<file path="src/rtl/alarm_controller.sv">
// Alarm decision logic: matches running time against the alarm setting and
// sequences ring / snooze / hold, driving the tone word and buzzer gate.
module alarm_controller #(
  parameter logic [21:0] TONE_HI        = 22'd56818,
  parameter logic [21:0] TONE_LO        = 22'd113636,
  parameter logic [23:0] BEEP_CYCLES    = 24'd12500000,
  parameter logic [7:0]  RING_TIMEOUT_S = 8'd60,
  parameter logic [5:0]  SNOOZE_MIN     = 6'd5
) (
  input  logic        clk,
  input  logic        reset,
  input  logic        sec_tick,
  input  logic [4:0]  cur_hh,
  input  logic [5:0]  cur_mm,
  input  logic [5:0]  cur_ss,
  input  logic [4:0]  alarm_hh,
  input  logic [5:0]  alarm_mm,
  input  logic        alarm_en,
  input  logic        stop_alarm,
  input  logic        snooze,
  output logic [21:0] tone,
  output logic        tone_en,
  output logic        ringing,
  output logic        snoozed
);

  typedef enum logic [1:0] {IDLE, RING, SNOOZE, HOLD} state_t;

  state_t      state, state_n;
  logic        stop_q, snooze_q, match_r;
  logic [23:0] beep_cnt;
  logic [1:0]  phase;
  logic [7:0]  tout_cnt;
  logic [4:0]  target_hh;
  logic [5:0]  target_mm;

  logic        stop_ev, snooze_ev, timed_out, target_hit;
  logic        ring_entry, snooze_entry, in_ring, stay_ring;
  logic [6:0]  mm_sum;

  assign stop_ev      = stop_alarm & ~stop_q;
  assign snooze_ev    = snooze & ~snooze_q;
  assign timed_out    = (tout_cnt >= RING_TIMEOUT_S);
  assign target_hit   = sec_tick & (cur_hh == target_hh) & (cur_mm == target_mm);
  assign in_ring      = (state == RING);
  assign ring_entry   = (state_n == RING) & ~in_ring;
  assign stay_ring    = (state_n == RING) & in_ring;
  assign snooze_entry = (state_n == SNOOZE) & (state != SNOOZE);
  assign mm_sum       = 7'(cur_mm) + 7'(SNOOZE_MIN);

  // Button history and the once-per-second alarm match
  always_ff @(posedge clk or posedge reset) begin
    if (reset) begin
      stop_q   <= 1'b0;
      snooze_q <= 1'b0;
      match_r  <= 1'b0;
    end else begin
      stop_q   <= stop_alarm;
      snooze_q <= snooze;
      match_r  <= sec_tick & alarm_en & (cur_hh == alarm_hh) &
                  (cur_mm == alarm_mm) & (cur_ss == 6'd0);
    end
  end

  always_ff @(posedge clk or posedge reset) begin
    if (reset) state <= IDLE;
    else       state <= state_n;
  end

  // Stop beats snooze when both edges land together
  always_comb begin
    state_n = state;
    case (state)
      IDLE:   if (match_r) state_n = RING;
      RING: begin
        if (!alarm_en)      state_n = IDLE;
        else if (stop_ev)   state_n = HOLD;
        else if (snooze_ev) state_n = SNOOZE;
        else if (timed_out) state_n = HOLD;
      end
      SNOOZE: begin
        if (stop_ev || !alarm_en) state_n = IDLE;
        else if (target_hit)      state_n = RING;
      end
      HOLD:   if ((cur_mm != alarm_mm) || !alarm_en) state_n = IDLE;
      default: state_n = IDLE;
    endcase
  end

  // Beep cadence, timeout, snooze target and registered outputs
  always_ff @(posedge clk or posedge reset) begin
    if (reset) begin
      beep_cnt  <= 24'd0;
      phase     <= 2'd0;
      tout_cnt  <= 8'd0;
      target_hh <= 5'd0;
      target_mm <= 6'd0;
      tone      <= TONE_HI;
      tone_en   <= 1'b0;
      ringing   <= 1'b0;
      snoozed   <= 1'b0;
    end else begin
      ringing <= (state_n == RING);
      snoozed <= (state_n == SNOOZE);
      tone_en <= stay_ring & ~phase[0];
      // Tone only follows phase, which moves on segment boundaries
      if (stay_ring) tone <= phase[1] ? TONE_LO : TONE_HI;

      if (ring_entry) begin
        beep_cnt <= 24'd0;
        phase    <= 2'd0;
        tout_cnt <= 8'd0;
      end else if (in_ring) begin
        if (beep_cnt == BEEP_CYCLES - 24'd1) begin
          beep_cnt <= 24'd0;
          phase    <= phase + 2'd1;
        end else begin
          beep_cnt <= beep_cnt + 24'd1;
        end
        if (sec_tick && (tout_cnt != 8'hFF)) tout_cnt <= tout_cnt + 8'd1;
      end

      if (snooze_entry) begin
        if (mm_sum >= 7'd60) begin
          target_mm <= 6'(mm_sum - 7'd60);
          target_hh <= (cur_hh == 5'd23) ? 5'd0 : cur_hh + 5'd1;
        end else begin
          target_mm <= mm_sum[5:0];
          target_hh <= cur_hh;
        end
      end
    end
  end

endmodule
</file>
<file path="config.mk">
export PLATFORM = sky130hd
export DESIGN_NAME = alarm_controller
export DESIGN_NICKNAME = d
export VERILOG_FILES = /design/src/rtl/alarm_controller.sv
export SDC_FILE = /design/constraint.sdc
export NUM_CORES = 1
export LEC_CHECK = 0
export ABC_AREA = 1
export CORE_UTILIZATION = 30
export CTS_CLUSTER_DIAMETER = 30
export DETAILED_ROUTE_END_ITERATION = 6
export PLACE_DENSITY = 0.6
export SYNTH_ARGS = -nofsm -noshare
export SYNTH_HDL_FRONTEND = slang
export SYNTH_SLANG_ARGS = --single-unit
</file>
<file path="constraint.sdc">
create_clock -name clk -period 2.4 [get_ports clk]
set_input_delay 0.48 -clock clk [delete_from_list [all_inputs] [get_ports clk]]
set_output_delay 0.48 -clock clk [all_outputs]
set_load 0.05 [all_outputs]
</file>
* Yosys cells after proc, flatten, opt, wreduce, memory -nomap -nowiden
Index checks and enable logic that the tools add are counted.
** Word-level totals
- Word-level logic and storage cells :: 84
- Input bits :: 34
- Output and inout bits :: 25
- Bits in registers :: 75
** Cells by class
- Bitwise gates (word level) :: 16
- Reduce and logical (&&, ||, !) cells :: 11
- Order comparisons :: 2
- Multiplexer cells :: 22
- Equality and inequality tests :: 14
- $add $sub $neg :: 6
** Operators by type and width (count)
- 24-bit two-way mux :: 3
- 24-bit by 1-bit adder with 24-bit output (second input constant) :: 1
- 24-bit == test (second input constant) :: 1
- 8-bit two-way mux :: 3
- 2-bit two-way mux :: 11
- 17-bit two-way mux :: 1
- 1-bit bitwise AND :: 12
- 6-bit == test :: 2
- 5-bit == test :: 2
- 5-bit two-way mux :: 2
- 8-bit by 1-bit adder with 8-bit output (second input constant) :: 1
- 8-bit by 6-bit greater-or-equal comparator with 1-bit output (second input constant) :: 1
- 8-bit != test (second input constant) :: 1
- 2-bit case mux with 4 select lines :: 1
- 6-bit by 3-bit adder with 7-bit output (second input constant) :: 1
- 7-bit by 6-bit greater-or-equal comparator with 1-bit output (second input constant) :: 1
- 2-bit == test (second input constant) :: 3
- 6-bit zero test :: 1
- 6-bit two-way mux :: 1
- 6-bit != test :: 1
- 2-bit nonzero test :: 3
- 6-bit subtractor (second input constant) :: 1
- 5-bit by 1-bit adder with 5-bit output (second input constant) :: 1
- 5-bit == test (second input constant) :: 1
- 9 further kinds :: 15

* Longest topological paths before layout
Gate-level depths: netlist (run 1).
- Word-level depth :: 10
- Gate-level depth with buffers :: 14
- Mapped depth without buffers :: 14

* Worst setup path before layout (run 1)
Ideal clock, no wire load.
- Kind :: input -> register
- Start :: input port cur_mm[0]
- End :: register target_mm[2]
- Required time :: 2335 ps
- Setup slack :: 534 ps
- Stages :: 12
- Buffers on the path :: 0
- Data arrival time :: 1801 ps
- Cells stage by stage :: ha_1 > or2_1 > nand2_1 > ha_1 > nand3_1 > nand2_1 > nand2_2 > nand2_2 > nand2_1 > nand2_1 > nand3_1 > nand2_1
** On the way
- Longest elaborated chain between the ends :: 7
- Elaborated cells between the ends (all ways) :: 14
- Those cells by class :: 2 x add/sub; 1 x order compare; 3 x eq/ne; 5 x mux; 2 x bitwise; 1 x reduce/logical
** RTL lines
- from (decl) :: line 14 : input logic [5:0] cur_mm,
- parallel branches: the longest is 7 deep, another holds 6-bit by 3-bit adder with 7-bit output
- to (signal assigned) :: line 125 : target_mm <= 6'(mm_sum - 7'd60);
- to (signal assigned) :: line 128 : target_mm <= mm_sum[5:0];
- to (decl) :: line 35 : logic [5:0] target_mm;
Several ways; the timed one is not identified.
A chain may end at the register's enable or synchronous reset.

* Worst setup path in the final report (run 1)
- Start :: register tone[14]
- End :: output port tone[14]
** RTL lines
- from (decl) :: line 21 : output logic [21:0] tone,
- from (signal assigned) :: line 107 : if (stay_ring) tone <= phase[1] ? TONE_LO : TONE_HI;
No word-level cell between the ends.

==> out/qor_table.md, run 1 <==
| Metric | Reported |
| --- | --- |
| Outcome | completed |
| Overall overflow remaining after global route | 0 |
| Number of buffers inserted by port buffering | 44 |
| Number of different library cells in the post-synthesis netlist | 33 |
| Cells along the critical path | clkdlybuf4s50_1 |
| Clock tree skew after final layout | 0.00833 ns |
| Effective utilization at floorplan | 0.307 |
| Unrepaired setup endpoints after global routing | false |
| Cells after synthesis | 579 |
| Largest net degree at the start of global routing | 50 |
| Area share of the largest cell type after synthesis | 0.350 |
| Static leakage | 2.51 nW |
| Critical Path Start | tone[14] |
| Main synth FF type | dfrtp_1 |
| Kind of path behind the tightest hold check | in2async |
| Minimum period implied by the final worst setup slack | 2.18 ns |
| Post-synthesis instance area | 3860 um^2 |
| PD cells | 700 nW/um^2 |
| H-Tree Depth | 2 |
| Die ar. | 13300 um^2 |
| CP Class | reg2out |
| Global-route total usage across every layer | 0.150 |
| Placed cell count | 818 |
| Worst Hold Slack | 0.385 ns |
| Top cell type by total area after synthesis | dfrtp_1 |
| Most used cells in the layout excluding fill and tap cells | 166 x nand2_1, 77 x inv_1, 71 x nand3_1 |
| Number of failing hold endpoints at the final stage | 0 |
| Standard cell core area | 12600 um^2 |
| Via count of the routed design | 3724 |
| Number of enable-type register cells in the synthesized netlist | 0 |
| First drt pass iteration count | 5 |
| Die Ht | 115 um |
| Number of global-route vias before repair | 3498 |
| Die Span X | 115 um |
| Endpoints failing setup | 0 |
| Setup fix buffers added after clock tree synthesis | 0 |
| Vias/cell | 4.51 |
| Achievable clock frequency | 459 MHz |
| # IOs | 59 |
| Half-perimeter wire length after placement | 7290 um |
| Number of buffers created by CTS | 5 |
| Number of clock sinks | 55 |
| Number of standard-cell rows in the floorplan | 41 |
| Total DRC errors in the routed layout | 0 |
| Worst rel slew slack | 0.635 |
| Most common cell after layout, fill and taps aside | nand2_1 |
| Ys Warns | 0 |
| Period utilisation layout | 0.907 |
| Initial DRC count | 206 |
| Total length of routed wires | 9460 um |
| Critical path capture point type | output pin |
| Fin nets | 694 |
| Yosys reg bits | 55 |
| Layout fillers | 1312 |
| Routed len/inst | 11.4 um |
| Maximum resistive drop on vdd | 0.000340 V |
| Cell area reported after detailed placement | 4680 um^2 |
| Summed area of non-filler cells in the final layout | 4840 um^2 |
| Antenna-violating nets left | 0 |
| Worst path arrival time | 1.70 ns |
| Gate family responsible for the most delay along the worst path | buffers and inverters |
| Max-Cap Viols | 0 |
| Max stage delay on crit path | 0.82 ns |
| Register area | 1380 um^2 |
| Tightest Pin Transition | 0.546 ns |
| Maximum fanout along the worst path | 5 |
| Share of cells above drive strength 1 | 0.106 |
| Final max-slew violation count | 0 |
| First-pass GRT wire length | 16000 um |
| Number of instances resized during post-cts repair | 0 |
| Maximum root-to-sink buffer count | 2 |
| Clock transition time at the flip-flop clock pins of the worst setup and hold paths | 0.07 ns |
| CTS Root Buffer Type | clkbuf_16 |
| Worst setup SP type | register |
| Area used by multi-input combinational logic | 2020 um^2 |
| Area growth from synthesis to layout | 25.3% |
| Critical path data required time | 1.92 ns |
| Pwr Total | 0.00339 W |
| Post-route insts no fill | 826 |
| Count of hold-fix buffers inserted at cts | 0 |
| Antenna diode count | 0 |
| Clock latency on the worst-skew pair | 0.31 ns |
| Clock tree from TritonCTS | built |
| Synthesized area per cell | 6.67 um^2 |
| Sum of buffers and inverters on the critical path | 1 |
| Synth async-reset ratio | 1.00 |
| Dominant cells by area after synthesis | dfrtp_1 35%, nand2_1 16%, nand3_1 9.2% |
| Worst reg2reg startpoint | beep_cnt[0] |
| Antenna violations before repair | 0 |
| Sequential fraction of the synthesis area | 0.357 |
| Last weighted congestion value of the routability-driven placer | 0.877 |
| Max stage delay cell, worst path | clkdlybuf4s50_1 |
-- metal layers --
layer	wire, um	vias to the layer above	part of all wire	global-route usage
met5	0	-	0	0
met4	97	0	0.010	0.0416
met3	488	6	0.052	0.0230
met2	4340	87	0.46	0.252
met1	4530	1689	0.48	0.202
li1	-	1942	-	-
-- cell type report --
| class | count | share of cell area |
|---|---|---|
| Multi-Input combinational cell | 424 | 0.417 |
| Sequential cell | 55 | 0.284 |
| Timing Repair Buffer | 83 | 0.158 |
| Inverter | 84 | 0.0651 |
| Tap cell | 172 | 0.0444 |
| Clock buffer | 5 | 0.0258 |
| Clock inverter | 3 | 0.00517 |
-- cells by family (layout without fill, tap and decap cells) --
logic type,count (synthesis),after routing,synth area share
fa+ha+maj,7,7,0.0227
compound gates,43,43,0.0596
xor+xnor,15,15,0.0340
simple gates,344,344,0.389
mux,1,1,0.00291
buf+inv,112,175,0.133
other cells,2,14,0.00194
flops,55,55,0.357
-- cells in the mapped netlist, types with 4 or more instances --
library cell / number
a21oi_1: 13
buf_2: 4
buf_4: 20
dfrtp_1: 54
ha_1: 7
inv_1: 78
inv_2: 6
nand2_1: 166
nand2_2: 4
nand3_1: 71
nand4_1: 14
nor2_1: 64
nor3_1: 9
nor4_1: 4
o21ai_0: 21
xnor2_1: 7
xor2_1: 8
-- flip-flops by register name (all words and copies together) (netlist names) --
signal,flops
snooze_q,1
tout_cnt,8
match_r,1
phase,2
snoozed,1
beep_cnt,24
target_mm,6
tone_en,1
state,2
target_hh,5
ringing,1
tone,2
stop_q,1
-- metrics by stage --
step,utilization,TNS (ns),worst slack (ns)
2_1_floorplan,-,0,0.534
3_3_place_gp,0.373,-0.472,-0.0597
3_5_place_dp,0.373,-1.93,-0.142
4_1_cts,0.384,0,0.180
5_1_grt,0.385,0,0.0666
6_report,0.385,0,0.222
-- report_power, final --
group	switching (W)	internal [W]
Sequential	0.000146	0.00108
Clock	0.000366	0.000392
Combinational	0.000902	0.000498
-- worst paths after layout --
check / slack (ns) / end / cells past startpoint
min: 0.38 / ringing / 2
max: 0.22 / tone[14] / 1
max reg2reg: 0.41 / beep_cnt[9] / 11
min reg2reg: 0.47 / tone_en / 1
max in group asynchronous: 1.46 / tone[14] / 3
min in group clk: 0.47 / tone_en / 1
Note: power is estimated with default switching activity, not from simulation.
==> run 2, diff against run 1 <==
Settings changed: ABC_AREA 1 to not set, PLACE_DENSITY 0.6 to 0.61.
==> run 2 against run 1 <==
Net effect: cell area shrank 0.70%; non-clock buffer count increased by 16; hold slack worse by 0.025 ns; sequential power is essentially flat; largest power group unchanged; wire length down 6.0%; maximum frequency decreased by 7.3%.
==> out/qor_table.md, run 2 <==
| Metric | Reported |
| --- | --- |
| Cells after synthesis | 412 |
| Number of flip-flops in the largest register | 24 |
| Antenna violations before repair | 0 |
| Static leakage | 2.08 nW |
| Total DRC errors in the routed layout | 0 |
| Number of failing hold endpoints at the final stage | 0 |
| Summed area of non-filler cells in the final layout | 4810 um^2 |
| Final max-slew violation count | 0 |
| Number of buffers created by CTS | 5 |
| Overall overflow remaining after global route | 0 |
| Worst path arrival time | 2.54 ns |
| Half-perimeter wire length after placement | 6440 um |
| Clock tree from TritonCTS | built |
| Max-Cap Viols | 0 |
| Area growth from synthesis to layout | 31.2% |
| Area used by multi-input combinational logic | 2100 um^2 |
| Share of total power in sequential cells | 0.332 |
| Main synth FF type | dfrtp_1 |
| Clock latency on the worst-skew pair | 0.30 ns |
| Area share of the largest cell type after synthesis | 0.369 |
| Most frequent cells after synthesis | 54 x dfrtp_1, 40 x nand2_1, 23 x o21ai_0 |
| Post-synthesis instance area | 3660 um^2 |
| Worst setup SP type | primary input |
| Minimum setup slack among reg-to-reg paths | 0.17 ns |
| Share of cells above drive strength 1 | 0.192 |
| Max stage delay cell, worst path | dlygate4sd2_1 |
| CTS Root Buffer Type | clkbuf_16 |
| Synth Area in XOR/XNOR | 0.0854 |
| Endpoints failing setup | 0 |
| PD cells | 765 nW/um^2 |
| Maximum resistive drop on vdd | 0.000382 V |
| Number of clock sinks | 55 |
| Die ar. | 12700 um^2 |
| Pwr Total | 0.00368 W |
| Last weighted congestion value of the routability-driven placer | 0.873 |
| Synth async-reset ratio | 1.00 |
| Antenna diode count | 0 |
| Sequential fraction of the synthesis area | 0.376 |
| Adder-cell share of the synthesized area | 0.0266 |
| Total net switching power | 0.00144 W |
| Top Registers | beep_cnt (24), tout_cnt (8), target_mm (6) |
| Capture point of the critical path | target_hh[4] |
| Compound-Gate Fraction of Synth Area | 0.177 |
| Clock tree skew after final layout | 0.0129 ns |
| Layout fillers | 1142 |
| Initial DRC count | 146 |
| Standard cell core area | 11700 um^2 |
| Register area | 1380 um^2 |
| Number of buffers inserted by port buffering | 44 |
| Most used cells in the layout excluding fill and tap cells | 54 x dfrtp_1, 46 x buf_4, 40 x nand2_1 |
| End of the worst register-to-register path | beep_cnt[12] |
| Vias/cell | 5.21 |
| Die Span X | 113 um |
| Critical path data required time | 2.59 ns |
| Achievable clock frequency | 426 MHz |
| Final standard cell utilization of the core | 0.412 |
| Kind of path behind the tightest hold check | in2async |
| Count leader, synth | dfrtp_1 |
| Share of synthesized area spent on multiplexers | 0.0198 |
| H-Tree Depth | 2 |
| Worst reg2reg startpoint | beep_cnt[0] |
| Number of different library cells in the post-synthesis netlist | 63 |
| Internal power consumption | 0.00224 W |
| Period utilisation layout | 0.978 |
| Fin nets | 530 |
| Yosys reg bits | 55 |
| First-pass GRT wire length | 14700 um |
| Critical path capture point type | register |
| CP Class | in2reg |
| Clock network fraction of total power | 0.208 |
| Number of global-route vias before repair | 3195 |
| Outcome | completed |
| Simple logic cell fraction of the synthesized area | 0.226 |
| Cell occurring most often along the worst timing path | a31oi_1 |
| Worst rel slew slack | 0.665 |
| # IOs | 59 |
| Count of hold-fix buffers inserted at cts | 0 |
| Synthesized area per cell | 8.89 um^2 |
| Register with the most flip-flops | beep_cnt |
| Most common cell after layout, fill and taps aside | dfrtp_1 |
| Global-route total usage across every layer | 0.143 |
| Number of standard-cell rows in the floorplan | 39 |
| Portion of total power attributed to combinational logic | 0.460 |
| Maximum fanout along the worst path | 9 |
| Antenna-violating nets left | 0 |
| Dominant cells by area after synthesis | dfrtp_1 37%, xnor2_1 5.3%, buf_4 4.5% |
| Clock transition time at the flip-flop clock pins of the worst setup and hold paths | 0.08 ns |
| First drt pass iteration count | 5 |
| Total length of routed wires | 8890 um |
| Combinational family with the most area after synthesis | simple AND/OR/NAND/NOR gates |
| Cells along the critical path | dlygate4sd2_1, buf_6, xnor2_2, ha_2, a31oi_1, a31oi_1, a22oi_2, clkdlybuf4s15_2, o21a_1, o31a_1 |
| Effective utilization at floorplan | 0.314 |
| Switching part of the total power | 0.390 |
| Via count of the routed design | 3301 |
| Worst Hold Slack | 0.360 ns |
| Routed len/inst | 14.0 um |
| Cell area reported after detailed placement | 4480 um^2 |
| Critical Path Start | cur_mm[2] |
| Die Ht | 113 um |
| Maximum root-to-sink buffer count | 2 |
| Ys Warns | 0 |
| Largest net degree at the start of global routing | 55 |
| Tightest Pin Transition | 0.501 ns |
| Top cell type by total area after synthesis | dfrtp_1 |
| Number of enable-type register cells in the synthesized netlist | 0 |
| TNS Setup | 0 ns |
| Max stage delay on crit path | 0.30 ns |
| Cell depth of the worst flop-to-flop path | 6 |
| Minimum period implied by the final worst setup slack | 2.35 ns |
[run 2: changes by cell type after synthesis, sizes merged, moves of 8 or more]
cell	delta
a31oi	+11
nor2	-55
nor3	+8
and3	+11
clkbuf	+12
nand3	-60
inv	-71
nand2	-130
xnor2	+16
[run 2: per-layer routing]
metal,global-route usage,up-vias,part of all wire
met4,0.0409,0,0.0088
met5,0,-,0
met1,0.183,1570,0.45
met2,0.245,102,0.50
li1,-,1621,-
met3,0.0254,8,0.037
[run 2: final cells by class]
class / count / area share
Sequential cell: 55 / 0.286
Multi-Input combinational cell: 315 / 0.437
Clock inverter: 3 / 0.00572
Tap cell: 143 / 0.0372
Inverter: 13 / 0.0112
Clock buffer: 5 / 0.0260
Timing Repair Buffer: 99 / 0.196
[run 2: critical path, delay by kind of cell]
family | cells | cell delay [ns]
AO/OA/AOI/OAI | 5 | 0.92
XOR/XNOR | 1 | 0.20
adder cells (fa/ha/maj) | 1 | 0.23
buffers and inverters | 3 | 0.71
[run 2: power by group through the flow]
stage	clock, W	combinational (W)	sequential, W
floorplan	0	0.000969	0.00127
finish	0.000765	0.00169	0.00122
global placement	0	0.00150	0.00123
CTS	0.000789	0.00153	0.00122
detailed placement	0	0.00152	0.00124
global route	0.000828	0.00183	0.00125
[run 2: metrics by stage]
step	cells	setup WS, ns
final	633	0.0517
after global routing	633	-0.0176
after CTS	626	0.00625
after detailed placement	618	-0.529
after global placement	618	-0.409
after floorplan	424	0.0740
[run 2: cells by family after synthesis]
kind of cell	count (synthesis)
other	2
XOR/XNOR	34
AND/OR/NAND/NOR	154
adder cells (fa/ha/maj)	8
buffers and inverters	55
AO/OA/AOI/OAI	97
multiplexers	7
flip-flops	55
[run 2: worst min path at each step]
stage | start | to | slack (ns) | cells past startpoint
2_1_floorplan | phase[1] | tone[14] | 0.45 | 1
3_3_place_gp | tone[14] | tone[14] | 0.48 | 2
3_5_place_dp | tone[14] | tone[14] | 0.49 | 2
4_1_cts | reset | target_mm[1] | 0.36 | 2
5_1_grt | reset | target_mm[1] | 0.36 | 2
6_report | reset | target_mm[1] | 0.36 | 2
[run 2: what timing repair did]
item	4_1_cts	5_1_grt
endpoints found under the setup margin	39	40
buffers inserted	0	4
pin swaps	0	12
cloned	0	3
resized for setup	11	34
==> run 3, diff against run 2 <==
Settings changed: CORE_MARGIN set to 4.
==> run 3 against run 2 <==
Net effect: final cell count increased by 0.47%; count of clock-buffer cells in the layout increased by 1; register-to-register slack got worse by 0.07 ns; via count decreased by 0.85%; non-clock buffer count decreased by 1; global-route usage decreased by 1.6 points; wire length increased by 6.7%; sequential share of layout area decreased by 0.38 points; combinational power increased by 5%.
==> out/qor_table.md, run 3 (synthesis results as in run 2) <==
| Metric | Reported |
| --- | --- |
| Worst setup SP type | primary input |
| Cell depth of the worst flop-to-flop path | 7 |
| Initial DRC count | 214 |
| Count of hold-fix buffers inserted at cts | 0 |
| Most common cell after layout, fill and taps aside | dfrtp_1 |
| Critical path depth in cells | 6 |
| First-pass GRT wire length | 15100 um |
| Maximum fanout along the worst path | 5 |
| Die Span X | 119 um |
| # IOs | 59 |
| Placed cell count | 622 |
| Half-perimeter wire length after placement | 6660 um |
| Standard cell core area | 12000 um^2 |
| Last weighted congestion value of the routability-driven placer | 0.809 |
| Maximum root-to-sink buffer count | 2 |
| Total length of routed wires | 9480 um |
| Register area | 1380 um^2 |
| Gate family responsible for the most delay along the worst path | compound AO/OA/AOI/OAI gates |
| Total DRC errors in the routed layout | 0 |
| Effective utilization at floorplan | 0.306 |
| CP Class | in2reg |
| Routed len/inst | 14.9 um |
| Worst rel slew slack | 0.584 |
| Number of flip-flops in the largest register | 24 |
| Fin nets | 529 |
| Cells along the critical path | clkdlybuf4s50_1, xor2_2, o41a_1, a2bb2oi_4, or2_4, a311o_1 |
| Cell area reported after detailed placement | 4490 um^2 |
| PD cells | 808 nW/um^2 |
| Fin worst setup slack | 0.0643 ns |
| Overall overflow remaining after global route | 0 |
| Layout fillers | 1170 |
| Static leakage | 2.09 nW |
| Outcome | completed |
| Share of cells above drive strength 1 | 0.188 |
| Tightest Pin Transition | 0.622 ns |
| Via count of the routed design | 3273 |
| Clock transition time at the flip-flop clock pins of the worst setup and hold paths | 0.07 ns |
| Number of clock sinks | 55 |
| Clock tree skew after final layout | 0.00613 ns |
| Vias/cell | 5.15 |
| Summed area of non-filler cells in the final layout | 4870 um^2 |
| Antenna violations before repair | 0 |
| Largest net degree at the start of global routing | 41 |
| Die Ht | 119 um |
| Achievable clock frequency | 428 MHz |
| Clock tree from TritonCTS | built |
| Most used cells in the layout excluding fill and tap cells | 54 x dfrtp_1, 44 x buf_4, 40 x nand2_1 |
| CTS Root Buffer Type | clkbuf_16 |
| Minimum setup slack among reg-to-reg paths | 0.10 ns |
| Post-Place Setup Slack | -0.553 ns |
| Kind of path behind the tightest hold check | in2async |
| Clock latency on the worst-skew pair | 0.30 ns |
| Max stage delay cell, worst path | o41a_1 |
| Endpoints failing setup | 0 |
| Final standard cell utilization of the core | 0.407 |
| Number of standard-cell rows in the floorplan | 40 |
| Global-route total usage across every layer | 0.127 |
| Sum of buffers and inverters on the critical path | 1 |
| Max-Cap Viols | 0 |
| Antenna diode count | 0 |
| Final max-slew violation count | 0 |
| Number of buffers inserted by port buffering | 44 |
| Minimum period implied by the final worst setup slack | 2.34 ns |
| Number of failing hold endpoints at the final stage | 0 |
| Worst Hold Slack | 0.489 ns |
| Top Registers | beep_cnt (24), tout_cnt (8), target_mm (6) |
| Max stage delay on crit path | 0.54 ns |
| Critical path capture point type | register |
| Area used by multi-input combinational logic | 2120 um^2 |
| First drt pass iteration count | 5 |
| Number of global-route vias before repair | 3183 |
| Area growth from synthesis to layout | 33.0% |
| H-Tree Depth | 2 |
| Die ar. | 14000 um^2 |
| Maximum resistive drop on vdd | 0.000310 V |
| Number of buffers created by CTS | 5 |
| Period utilisation layout | 0.973 |
| Worst path arrival time | 2.52 ns |
| Post-route insts no fill | 636 |
| Critical path data required time | 2.58 ns |
| Register with the most flip-flops | beep_cnt |
| Antenna-violating nets left | 0 |
[run 3: changes by cell type in the layout (fill, tap and decap cells not counted), sizes merged]
| cell | delta |
|---|---|
| clkinvlp | -1 |
| inv | -2 |
| buf | -1 |
| clkdlybuf4s50 | +2 |
| dlymetal6s2s | -2 |
| bufinv | +2 |
| dlygate4sd2 | +2 |
| clkdlybuf4s15 | -1 |
[run 3: layout make-up]
cell class | count | area share
inverter | 13 | 0.0110
timing repair buffer | 98 | 0.195
sequential | 55 | 0.283
tap | 147 | 0.0377
clock buffer | 6 | 0.0264
clock inverter | 2 | 0.0123
multi-input combinational | 315 | 0.435
[run 3: power breakdown]
group          internal (W)  total, W  switching (W)
Combinational      0.000787   0.00177       0.000981
Clock              0.000599  0.000944       0.000345
Sequential          0.00108   0.00123       0.000142
[run 3: worst register-to-register path: cells and delay by family (launching register included)]
kind | cells | cell delay (ns)
DFF | 1 | 0.41
AOI/OAI and AO/OA | 3 | 0.47
adders and majority gates | 1 | 0.23
and+or+nand+nor | 3 | 1.04
[run 3: worst paths after layout]
path	end	from
max	beep_cnt[15]	alarm_mm[5]
min	target_mm[1]	reset
max reg2reg	beep_cnt[16]	beep_cnt[0]
min reg2reg	target_mm[5]	target_mm[5]
max in group asynchronous	tone[14]	reset
min in group clk	target_mm[5]	target_mm[5]
[run 3: repair_timing]
action / CTS / global route
cloned: 0 / 4
setup buffers: 1 / 1
resized for setup: 14 / 25
setup endpoints to repair: 41 / 37
pin swaps: 0 / 9
[run 3: per-stage QoR]
| step | TNS, ns | power (W) |
|---|---|---|
| 2_1_floorplan | 0 | 0.00224 |
| 3_3_place_gp | -16.72 | 0.00273 |
| 3_5_place_dp | -19.80 | 0.00277 |
| 4_1_cts | 0 | 0.00374 |
| 5_1_grt | -0.0196 | 0.00414 |
| 6_report | 0 | 0.00394 |
[run 3: layer usage]
layer / vias up / global-route usage / wire (um)
met5: - / 0 / 0
met4: 0 / 0.0210 / 74
met3: 8 / 0.0244 / 580
met2: 97 / 0.218 / 4650
met1: 1549 / 0.168 / 4180
li1: 1619 / - / -
